$ cat src/rtl/chunked_adder_pkg.sv
// Shared types for the chunked adder sequencer: FSM state encoding and slice width.
// Latency: none (declarations only).
// Backpressure: not applicable.
package chunked_adder_pkg;

    localparam int CHUNK = 2;

    typedef enum logic [1:0] {
        IDLE = 2'd0,
        RUN  = 2'd1,
        DONE = 2'd2
    } state_t;

endpackage

$ cat src/rtl/chunked_adder_seq_add2_slice.sv
// Two-bit ripple-carry adder slice made of two chained full adders.
// Latency: purely combinational.
// Backpressure: none; the sequencer owns all flow control.
module add2_slice (
    input  logic [1:0] a,
    input  logic [1:0] b,
    input  logic       ci,
    output logic [1:0] s,
    output logic       co
);

    logic c1;

    assign s[0] = a[0] ^ b[0] ^ ci;
    assign c1   = (a[0] & b[0]) | (a[0] & ci) | (b[0] & ci);
    assign s[1] = a[1] ^ b[1] ^ c1;
    assign co   = (a[1] & b[1]) | (a[1] & c1) | (b[1] & c1);

endmodule

$ cat src/rtl/chunked_adder_seq.sv
// Serial WIDTH-bit adder pushing two bits per clock through one add2_slice; CHUNK_ADDER_OVF_EN adds the ovf port.
// Latency: result valid WIDTH/2 edges after the accept edge (in the WIDTH/2+1-th cycle counting the accept cycle).
// Backpressure: result held in DONE until out_ready; in_ready is high only in IDLE.
module chunked_adder_seq
    import chunked_adder_pkg::*;
#(
    parameter int WIDTH = 8
) (
    input  logic             clk,
    input  logic             rst_n,
    input  logic             in_valid,
    output logic             in_ready,
    input  logic [WIDTH-1:0] a,
    input  logic [WIDTH-1:0] b,
    input  logic             cin,
    output logic             out_valid,
    input  logic             out_ready,
    output logic [WIDTH-1:0] sum,
`ifdef CHUNK_ADDER_OVF_EN
    output logic             cout,
    output logic             ovf
`else
    output logic             cout
`endif
);

    localparam int NCHUNK = WIDTH / CHUNK;
    localparam int CW     = (NCHUNK > 1) ? $clog2(NCHUNK) : 1;
    localparam logic [CW-1:0] LAST = CW'(NCHUNK - 1);

    state_t           state;
    logic [WIDTH-1:0] a_sh;
    logic [WIDTH-1:0] b_sh;
    logic [WIDTH-1:0] res;
    logic [WIDTH-1:0] res_next;
    logic             carry_q;
    logic [CW-1:0]    cnt;
    logic [1:0]       slice_s;
    logic             slice_co;

    add2_slice u_slice (
        .a  (a_sh[CHUNK-1:0]),
        .b  (b_sh[CHUNK-1:0]),
        .ci (carry_q),
        .s  (slice_s),
        .co (slice_co)
    );

    // New chunk enters at the top; after NCHUNK steps chunk 0 has reached bit 0.
    assign res_next = (res >> CHUNK) | (WIDTH'(slice_s) << (WIDTH - CHUNK));

    always_ff @(posedge clk or negedge rst_n) begin
        if (!rst_n) begin
            state   <= IDLE;
            a_sh    <= '0;
            b_sh    <= '0;
            res     <= '0;
            carry_q <= 1'b0;
            cnt     <= '0;
        end else begin
            case (state)
                IDLE: begin
                    if (in_valid) begin
                        a_sh    <= a;
                        b_sh    <= b;
                        carry_q <= cin;
                        cnt     <= '0;
                        state   <= RUN;
                    end
                end
                RUN: begin
                    res     <= res_next;
                    carry_q <= slice_co;
                    a_sh    <= a_sh >> CHUNK;
                    b_sh    <= b_sh >> CHUNK;
                    if (cnt == LAST) begin
                        state <= DONE;
                    end else begin
                        cnt <= cnt + 1'b1;
                    end
                end
                DONE: begin
                    if (out_ready) begin
                        state <= IDLE;
                    end
                end
                default: state <= IDLE;
            endcase
        end
    end

    assign in_ready  = (state == IDLE);
    assign out_valid = (state == DONE);
    assign sum       = res;
    assign cout      = carry_q;

`ifdef CHUNK_ADDER_OVF_EN
    logic a_msb;
    logic b_msb;

    always_ff @(posedge clk or negedge rst_n) begin
        if (!rst_n) begin
            a_msb <= 1'b0;
            b_msb <= 1'b0;
        end else if (state == IDLE && in_valid) begin
            a_msb <= a[WIDTH-1];
            b_msb <= b[WIDTH-1];
        end
    end

    // Carry into the MSB is recovered from the MSB sum bit and the operand MSBs.
    assign ovf = out_valid & (carry_q ^ (a_msb ^ b_msb ^ res[WIDTH-1]));
`endif

endmodule

$ cat config.mk
export PLATFORM = sky130hd
export DESIGN_NAME = chunked_adder_seq
export DESIGN_NICKNAME = d
export VERILOG_FILES = /design/src/rtl/chunked_adder_pkg.sv /design/src/rtl/chunked_adder_seq_add2_slice.sv /design/src/rtl/chunked_adder_seq.sv
export SDC_FILE = /design/constraint.sdc
export NUM_CORES = 1
export LEC_CHECK = 0
export ABC_CLOCK_PERIOD_IN_PS = 1900
export CAP_MARGIN = 20
export CORE_MARGIN = 1.5
export CORE_UTILIZATION = 53
export CTS_BUF_LIST = sky130_fd_sc_hd__clkbuf_8
export DETAILED_ROUTE_END_ITERATION = 8
export GPL_TIMING_DRIVEN = 0
export PLACE_DENSITY = 0.87
export SYNTH_ARGS = -nofsm -noshare
export SYNTH_HDL_FRONTEND = slang
export SYNTH_HIERARCHICAL = 1
export SYNTH_SLANG_ARGS = --single-unit
export TNS_END_PERCENT = 50
$ cat constraint.sdc
create_clock -name clk -period 1.9 [get_ports clk]
set_input_delay 0.19 -clock clk [delete_from_list [all_inputs] [get_ports clk]]
set_output_delay 0.19 -clock clk [all_outputs]
set_load 0.01 [all_outputs]
==> impl_metrics.prom, run 1 <==
# TYPE chip_impl_metric gauge
chip_impl_metric{name="slew_headroom",unit="%"} 50.2
chip_impl_metric{name="total_via_count_in_the_routed_design",unit=""} 1157
chip_impl_info{name="synth-main-ff-cell",value="dfrtp_1"} 1
chip_impl_metric{name="detail_routed_net_length_per_standard_cell",unit="um"} 16.4
chip_impl_metric{name="initial_standard_cell_utilization_of_the_core",unit="%"} 57.0
chip_impl_metric{name="grt-ovfl-total",unit=""} 0
chip_impl_metric{name="synth-xor-area-share",unit="%"} 0
chip_impl_metric{name="gp_routability_congestion",unit=""} 0.807
chip_impl_metric{name="critPathMaxFanout",unit=""} 8
chip_impl_info{name="ctsRootBufferMaster",value="clkbuf_8"} 1
chip_impl_info{name="worstPathCellList",value="buf_6 > nor2_2 > clkdlybuf4s50_1"} 1
chip_impl_metric{name="critical_path_depth",unit=""} 3
chip_impl_metric{name="layout_worst_path_cycle_share",unit="%"} 95.8
chip_impl_metric{name="final.min_clock_period",unit="ns"} 1.82
chip_impl_metric{name="clk-insertion-delay-late",unit="ns"} 0.28
chip_impl_metric{name="synthToLayoutAreaGrowth",unit="%"} 28.9
chip_impl_metric{name="synthSimpleGateAreaFrac",unit="%"} 19.3
chip_impl_metric{name="grt_first_pass_wirelength",unit="um"} 5720
chip_impl_metric{name="postSynthRegisterBits",unit=""} 29
chip_impl_metric{name="finalSetupTns",unit="ns"} 0
chip_impl_metric{name="synth.top_cell.area_share",unit="%"} 45.4
chip_impl_metric{name="yosys.area_share.adder",unit="%"} 3.29
chip_impl_metric{name="core_region_area",unit="um2"} 2810
chip_impl_info{name="failed_checks",value="design-rule violations"} 1
chip_impl_info{name="cts_tree",value="yes"} 1
chip_impl_info{name="crit_family",value="buffers and inverters"} 1
chip_impl_metric{name="crit_buf_inv",unit=""} 2
chip_impl_metric{name="setup_viol",unit=""} 0
chip_impl_metric{name="asyncSetResetFlopFracSynth",unit="%"} 100
chip_impl_metric{name="drt_iter0_markers",unit=""} 37
chip_impl_metric{name="io_buffer_count",unit=""} 31
chip_impl_metric{name="rows",unit=""} 19
chip_impl_info{name="timing.hold.worst.class",value="primary input to async pin"} 1
chip_impl_metric{name="synth.mux.area_fraction",unit="%"} 7.52
chip_impl_metric{name="dieHeight",unit="um"} 57.9
chip_impl_metric{name="number_of_global_route_vias_before_repair",unit=""} 1200
chip_impl_metric{name="dr.pass1.iters",unit=""} 7
chip_impl_metric{name="worst-slew-pin-transition",unit="ns"} 0.745
chip_impl_metric{name="maxCapViolCount",unit=""} 0
chip_impl_info{name="r2r_end",value="sum[7]$_DFFE_PN0N_"} 1
chip_impl_metric{name="grt_max_degree",unit=""} 17
chip_impl_metric{name="synthesis.nets",unit=""} 155
chip_impl_info{name="synth_largest_area_cell",value="dfrtp_1"} 1
chip_impl_metric{name="synth.yosys.warnings",unit=""} 6
chip_impl_metric{name="worst_r2r_path_depth",unit=""} 5
chip_impl_metric{name="p_per_area",unit="nW/um2"} 1670
chip_impl_info{name="post_synth_main_area_contributors",value="dfrtp_1 45%, mux2_4 7.5%, nor3b_1 6.1%"} 1
chip_impl_info{name="run_status",value="finished with violations"} 1
chip_impl_metric{name="floorplan.io_pins",unit=""} 32
chip_impl_metric{name="yosysSeqAreaShare",unit="%"} 45.4
chip_impl_metric{name="worstPathArrival",unit="ns"} 1.63
chip_impl_metric{name="cts_hold_buffers",unit=""} 0
chip_impl_metric{name="worst_path_largest_cell_delay",unit="ns"} 0.59
chip_impl_metric{name="floorplan.die_area",unit="um2"} 3350
chip_impl_metric{name="clk_pin_slew_worst_paths",unit="ns"} 0.06
chip_impl_metric{name="max_ir_drop_vdd",unit="mV"} 0.993
chip_impl_metric{name="final_layout_size_suffix_gt1_share",unit="%"} 22.8
chip_impl_metric{name="antennaDiodeCount",unit=""} 0
chip_impl_metric{name="slew_violations",unit=""} 0
chip_impl_metric{name="ctsHtreeMaxLevel",unit=""} 2
chip_impl_metric{name="timing.fmax",unit="MHz"} 550
chip_impl_metric{name="required",unit="ns"} 1.71
chip_impl_metric{name="numClockSinks",unit=""} 29
chip_impl_info{name="end_kind",value="output pin"} 1
chip_impl_metric{name="finalNetCount",unit=""} 194
chip_impl_metric{name="floorplan.die.width",unit="um"} 57.9
chip_impl_info{name="setup_repair_after_global_routing_missed_its_margin",value="no"} 1
chip_impl_metric{name="detail_route.wirelength",unit="um"} 3310
chip_impl_metric{name="reg2reg_setup_slack",unit="ns"} 0.18
chip_impl_metric{name="hold_viol",unit=""} 0
chip_impl_metric{name="average_instance_area_after_synthesis",unit="um2"} 12.2
chip_impl_metric{name="synth_cell_type_count",unit=""} 26
chip_impl_metric{name="cts_inserted_buffers",unit=""} 5
chip_impl_metric{name="synth_edf_count",unit=""} 0
chip_impl_info{name="rr_startpoint",value="a_sh[0]$_DFFE_PN0P_"} 1
chip_impl_metric{name="finalClockSkew",unit="ns"} 0.00448
chip_impl_metric{name="drt.antenna.violating_nets",unit=""} 0
chip_impl_metric{name="fin_worst_hold_slack",unit="ns"} 0.355
chip_impl_info{name="critical_path_class",value="flop to output pin"} 1
chip_impl_metric{name="mappedNetlistArea",unit="um2"} 1600
chip_impl_metric{name="track_usage",unit="%"} 23.2
chip_impl_info{name="worst_path_max_delay_cell",value="clkdlybuf4s50_1"} 1
chip_impl_metric{name="complex_gate_fraction_of_the_synthesized_area",unit="%"} 13.6
chip_impl_metric{name="synthCells",unit=""} 131
chip_impl_info{name="main_combinational_cell_family_by_area_after_synthesis",value="simple AND/OR/NAND/NOR gates"} 1
chip_impl_metric{name="p_leak",unit="nW"} 0.938
chip_impl_metric{name="drt_drc_violations_left",unit=""} 4
chip_impl_metric{name="avgViaCountPerCell",unit=""} 5.73
chip_impl_info{name="cp-start-kind",value="flop"} 1
chip_impl_metric{name="clockBufferDepth",unit=""} 2
chip_impl_metric{name="antenna_violations_before_repair",unit=""} 0
chip_impl_metric{name="half_perimeter_wire_length_after_detailed_placement",unit="um"} 2350
## power by group
part,internal (mW),total [mW],switching [mW]
clock,0.247,0.473,0.225
combinational,1.01,1.83,0.823
sequential,0.927,1.12,0.196
## state kept, by name (all words and copies together) (netlist names)
signal,count
cout,1
b_sh,8
sum,8
a_sh,8
state,2
cnt,2
## repair_timing
action | in CTS | in global routing
hold endpoints to repair | 0 | 0
setup buffers | 0 | 0
endpoints found under the setup margin | 2 | 0
resized for setup | 3 | 0
## kinds of logic after synthesis
| logic type | count (synthesis) |
|---|---|
| fa+ha+maj | 3 |
| mux | 8 |
| compound gates | 22 |
| flops | 29 |
| buf+inv | 33 |
| simple gates | 36 |
## cell usage after synthesis (2+ instances only)
library cell  instances
nand2b_1              3
buf_6                 5
o2bb2ai_1             2
nor3b_1              13
a211oi_2              6
nor4b_2               5
nor2b_1               2
buf_4                 3
a32o_1                3
a211o_1               2
inv_1                23
mux2_4                8
dfrtp_1              29
fa_1                  2
a211oi_1              6
and3_1                2
nor4b_1               8
## per-layer routing
| metal | vias to the layer above | track usage [%] | share of wire (%) | routed length, um |
|---|---|---|---|---|
| met5 | - | 0 | 0 | 0 |
| met2 | 37 | 38.1 | 51 | 1700 |
| met1 | 576 | 28.6 | 41 | 1370 |
| met3 | 4 | 7.37 | 5.7 | 189 |
| li1 | 540 | - | - | - |
| met4 | 0 | 8.97 | 1.5 | 48 |
## layout by cell type, fill, tap and decap left out
master	n
nor2_2	1
o21bai_4	1
nor4b_2	5
clkbuf_1	1
a32o_1	3
mux2_4	8
ha_1	1
buf_4	3
dlygate4sd2_1	1
a211oi_2	6
nor4bb_1	1
a211oi_1	6
inv_1	24
a221oi_1	1
nand2b_1	3
clkinv_2	2
and3_1	2
dfrtp_2	1
a211o_1	2
buf_6	5
or2b_1	1
buf_2	1
o2bb2ai_1	2
nor4b_1	8
a21oi_1	1
nor3b_1	13
dfrtp_1	28
buf_16	1
clkdlybuf4s50_1	30
clkbuf_8	5
fa_1	2
nor2b_1	2
## worst reg2reg max path, stage by stage (launching register included)
cell and delay, ns:
dfrtp_1 0.35, inv_1 0.06, fa_1 0.43, fa_1 0.49
inv_1 0.04, mux2_4 0.25
## metrics by stage
stage	cells	area [um2]	total power [mW]	util (%)	setup slack (ns)
finish	202	2060	3.43	73.4	0.0802
global route	202	2060	3.68	73.4	0.0327
floorplan	131	1600	2.40	-	0.200
CTS	202	2060	3.46	73.4	0.0816
detailed placement	194	1970	2.96	70.4	0.171
global placement	193	1950	2.87	69.4	0.175
## layout make-up
type | count | area [um2]
plain buffers | 10 | 87.6
clock buffers | 5 | 68.8
clock inverters | 3 | 13.8
fillers | 223 | 746
inverters | 23 | 86.3
multi-input cells | 69 | 701
flip-flops and latches | 29 | 727
well taps | 31 | 38.8
repair buffers | 32 | 337
## worst max path at each step
stage                              start             endpoint  slack, ns
floorplan               cout$_DFFE_PN0P_   sum[7]$_DFFE_PN0N_       0.20
global placement                   rst_n  a_sh[7]$_DFFE_PN0P_       0.17
detailed placement   a_sh[0]$_DFFE_PN0P_   sum[7]$_DFFE_PN0N_       0.17
CTS                 state[0]$_DFFE_PN0P_             in_ready       0.08
global route        state[0]$_DFFE_PN0P_             in_ready       0.03
finish              state[0]$_DFFE_PN0P_             in_ready       0.08
(Power assumes the default switching activity.)
==> inputs of run 2 (changes only) <==
--- a/config.mk
+++ b/config.mk
@@ -7,12 +7,14 @@
 export LEC_CHECK = 0
 export ABC_CLOCK_PERIOD_IN_PS = 1900
 export CAP_MARGIN = 20
+export CELL_PAD_IN_SITES_DETAIL_PLACEMENT = 1
+export CELL_PAD_IN_SITES_GLOBAL_PLACEMENT = 1
 export CORE_MARGIN = 1.5
-export CORE_UTILIZATION = 53
+export CORE_UTILIZATION = 42
 export CTS_BUF_LIST = sky130_fd_sc_hd__clkbuf_8
 export DETAILED_ROUTE_END_ITERATION = 8
 export GPL_TIMING_DRIVEN = 0
-export PLACE_DENSITY = 0.87
+export PLACE_DENSITY = 0.86
 export SYNTH_ARGS = -nofsm -noshare
 export SYNTH_HDL_FRONTEND = slang
 export SYNTH_HIERARCHICAL = 1
==> run 2 against run 1 <==
  * The run now ends clean
  * Critical path type unchanged
  * Sequential share of layout area shrank 0.73 points
  * Core utilization shrank 16 points
  * Clock-buffer cell count grew 2
  * Final cell count grew 8.4%
  * Register-to-register slack lost 0.06 ns
  * Largest power group unchanged
  * Non-clock buffer count is the same
  * Critical endpoint unchanged
==> impl_metrics.prom, run 2 (synthesis results as in run 1) <==
# TYPE chip_impl_metric gauge
chip_impl_info{name="critical_path_class",value="flop to output pin"} 1
chip_impl_metric{name="layout_worst_path_cycle_share",unit="%"} 95.3
chip_impl_metric{name="setup_viol",unit=""} 0
chip_impl_metric{name="floorplan.die_area",unit="um2"} 4180
chip_impl_metric{name="slew_headroom",unit="%"} 56.5
chip_impl_metric{name="numClockSinks",unit=""} 29
chip_impl_metric{name="worstPathArrival",unit="ns"} 1.62
chip_impl_metric{name="clk_pin_slew_worst_paths",unit="ns"} 0.06
chip_impl_metric{name="drt_iter0_markers",unit=""} 18
chip_impl_metric{name="antennaDiodeCount",unit=""} 0
chip_impl_metric{name="initial_standard_cell_utilization_of_the_core",unit="%"} 43.6
chip_impl_metric{name="finalNetCount",unit=""} 194
chip_impl_metric{name="dr.pass1.iters",unit=""} 4
chip_impl_metric{name="postcts_setup_bufs",unit=""} 0
chip_impl_metric{name="floorplan.io_pins",unit=""} 32
chip_impl_metric{name="post_dp_cell_area",unit="um2"} 2000
chip_impl_metric{name="postLayoutSetupSlackWorst",unit="ns"} 0.0896
chip_impl_info{name="ctsRootBufferMaster",value="clkbuf_8"} 1
chip_impl_metric{name="num-fill-cells",unit=""} 396
chip_impl_metric{name="required",unit="ns"} 1.71
chip_impl_info{name="layout.cells.most_common_list",value="30 x clkdlybuf4s50_1, 28 x dfrtp_1, 23 x inv_1, 13 x nor3b_1"} 1
chip_impl_metric{name="worst-slew-pin-transition",unit="ns"} 0.650
chip_impl_info{name="run_status",value="finished clean"} 1
chip_impl_metric{name="reg2reg_setup_slack",unit="ns"} 0.12
chip_impl_metric{name="final_util",unit="%"} 57.5
chip_impl_metric{name="grt_first_pass_wirelength",unit="um"} 6410
chip_impl_info{name="end_kind",value="output pin"} 1
chip_impl_metric{name="drt_drc_violations_left",unit=""} 0
chip_impl_metric{name="worst_r2r_path_depth",unit=""} 5
chip_impl_metric{name="p_leak",unit="nW"} 0.957
chip_impl_metric{name="clockBufferDepth",unit=""} 2
chip_impl_info{name="worst_path_max_delay_cell",value="clkdlybuf4s50_1"} 1
chip_impl_info{name="layout.cells.most_common",value="clkdlybuf4s50_1"} 1
chip_impl_metric{name="grt_max_degree",unit=""} 19
chip_impl_metric{name="avgViaCountPerCell",unit=""} 5.35
chip_impl_metric{name="finalSetupTns",unit="ns"} 0
chip_impl_metric{name="rows",unit=""} 22
chip_impl_metric{name="maxCapViolCount",unit=""} 0
chip_impl_metric{name="hold_viol",unit=""} 0
chip_impl_info{name="r2r_end",value="sum[7]$_DFFE_PN0N_"} 1
chip_impl_metric{name="p_per_area",unit="nW/um2"} 1690
chip_impl_metric{name="antenna_violations_before_repair",unit=""} 0
chip_impl_info{name="setup_repair_after_global_routing_missed_its_margin",value="no"} 1
chip_impl_info{name="timing.critical_path.from",value="state[0]$_DFFE_PN0P_"} 1
chip_impl_metric{name="final.min_clock_period",unit="ns"} 1.81
chip_impl_metric{name="cts_inserted_buffers",unit=""} 5
chip_impl_metric{name="clk-insertion-delay-late",unit="ns"} 0.28
chip_impl_metric{name="slew_violations",unit=""} 0
chip_impl_metric{name="place_inst",unit=""} 211
chip_impl_metric{name="ctsHtreeMaxLevel",unit=""} 2
chip_impl_metric{name="dieHeight",unit="um"} 64.7
chip_impl_metric{name="worst_path_largest_cell_delay",unit="ns"} 0.60
chip_impl_info{name="timing.hold.worst.class",value="primary input to async pin"} 1
chip_impl_metric{name="grt-ovfl-total",unit=""} 0
chip_impl_metric{name="placement.setup.worst_slack",unit="ns"} 0.126
chip_impl_metric{name="max_ir_drop_vdd",unit="mV"} 0.585
chip_impl_info{name="worstPathCellList",value="buf_6 > nor2_2 > clkdlybuf4s50_1"} 1
chip_impl_metric{name="critPathMaxFanout",unit=""} 8
chip_impl_metric{name="number_of_global_route_vias_before_repair",unit=""} 1287
chip_impl_metric{name="finalClockSkew",unit="ns"} 0.00310
chip_impl_metric{name="floorplan.die.width",unit="um"} 64.7
chip_impl_metric{name="post-route-cell-area",unit="um2"} 2100
chip_impl_metric{name="final_layout_size_suffix_gt1_share",unit="%"} 23.4
chip_impl_metric{name="detail_route.wirelength",unit="um"} 3760
chip_impl_metric{name="detail_routed_net_length_per_standard_cell",unit="um"} 17.2
chip_impl_info{name="rr_startpoint",value="a_sh[0]$_DFFE_PN0P_"} 1
chip_impl_metric{name="total_via_count_in_the_routed_design",unit=""} 1172
chip_impl_metric{name="post_layout_nonfiller_instances",unit=""} 219
chip_impl_metric{name="timing.fmax",unit="MHz"} 552
chip_impl_metric{name="drt.antenna.violating_nets",unit=""} 0
chip_impl_info{name="cts_tree",value="yes"} 1
chip_impl_metric{name="half_perimeter_wire_length_after_detailed_placement",unit="um"} 2750
chip_impl_metric{name="core_region_area",unit="um2"} 3660
chip_impl_metric{name="io_buffer_count",unit=""} 31
chip_impl_info{name="cp-start-kind",value="flop"} 1
chip_impl_metric{name="gp_routability_congestion",unit=""} 0.809
chip_impl_metric{name="track_usage",unit="%"} 20.7
chip_impl_metric{name="synthToLayoutAreaGrowth",unit="%"} 31.6
## run 2: area by class of cell
| cell class | count | area [um2] | share of cell area [%] |
|---|---|---|---|
| Timing Repair Buffer | 32 | 340 | 16.2 |
| Inverter | 23 | 86.3 | 4.10 |
| Buffer | 10 | 87.6 | 4.16 |
| Clock inverter | 1 | 5.00 | 0.238 |
| Sequential cell | 29 | 727 | 34.6 |
| Multi-Input combinational cell | 69 | 701 | 33.3 |
| Tap cell | 48 | 60.1 | 2.86 |
| Clock buffer | 7 | 96.3 | 4.58 |
## run 2: critical path, delay by kind of cell (launching register included)
family | cells | cell delay, ns
flops | 1 | 0.38
simple gates | 1 | 0.23
buf+inv | 2 | 0.74
## run 2: how the worst max path moves through the flow
stage / end
global route: in_ready
floorplan: sum[7]$_DFFE_PN0N_
finish: in_ready
detailed placement: sum[7]$_DFFE_PN0N_
global placement: a_sh[7]$_DFFE_PN0P_
CTS: out_valid
## run 2: through the flow
step | hold slack (ns) | power, mW
after floorplan | -0.106 | 2.40
after global placement | 0.480 | 2.89
after detailed placement | 0.484 | 3.02
after CTS | 0.329 | 3.62
after global routing | 0.344 | 3.82
final | 0.309 | 3.56
## run 2: what timing repair did
| item | in CTS | in global routing |
|---|---|---|
| hold buffers | 0 | 0 |
| endpoints found under the setup margin | 2 | 1 |
| cloned | 0 | 0 |
| gates resized for setup | 2 | 1 |
## run 2: routing by layer
| metal | track usage (%) | vias to the layer above | part of all wire, % |
|---|---|---|---|
| li1 | - | 542 | - |
| met4 | 7.18 | 0 | 1.4 |
| met5 | 0 | - | 0 |
| met3 | 5.21 | 7 | 4.5 |
| met1 | 24.7 | 589 | 43 |
| met2 | 36.2 | 34 | 51 |
## run 2: where the power goes
part           internal (mW)  switching (mW)
sequential             0.927           0.199
combinational           1.02           0.859
clock                  0.327           0.234
==> inputs of run 3 (changes only) <==
--- a/config.mk
+++ b/config.mk
@@ -5,7 +5,6 @@
 export SDC_FILE = /design/constraint.sdc
 export NUM_CORES = 1
 export LEC_CHECK = 0
-export ABC_CLOCK_PERIOD_IN_PS = 1900
 export CAP_MARGIN = 20
 export CELL_PAD_IN_SITES_DETAIL_PLACEMENT = 1
 export CELL_PAD_IN_SITES_GLOBAL_PLACEMENT = 1
==> results of run 3 <==
Final layout, timing and power as in run 2 (identical DEF).
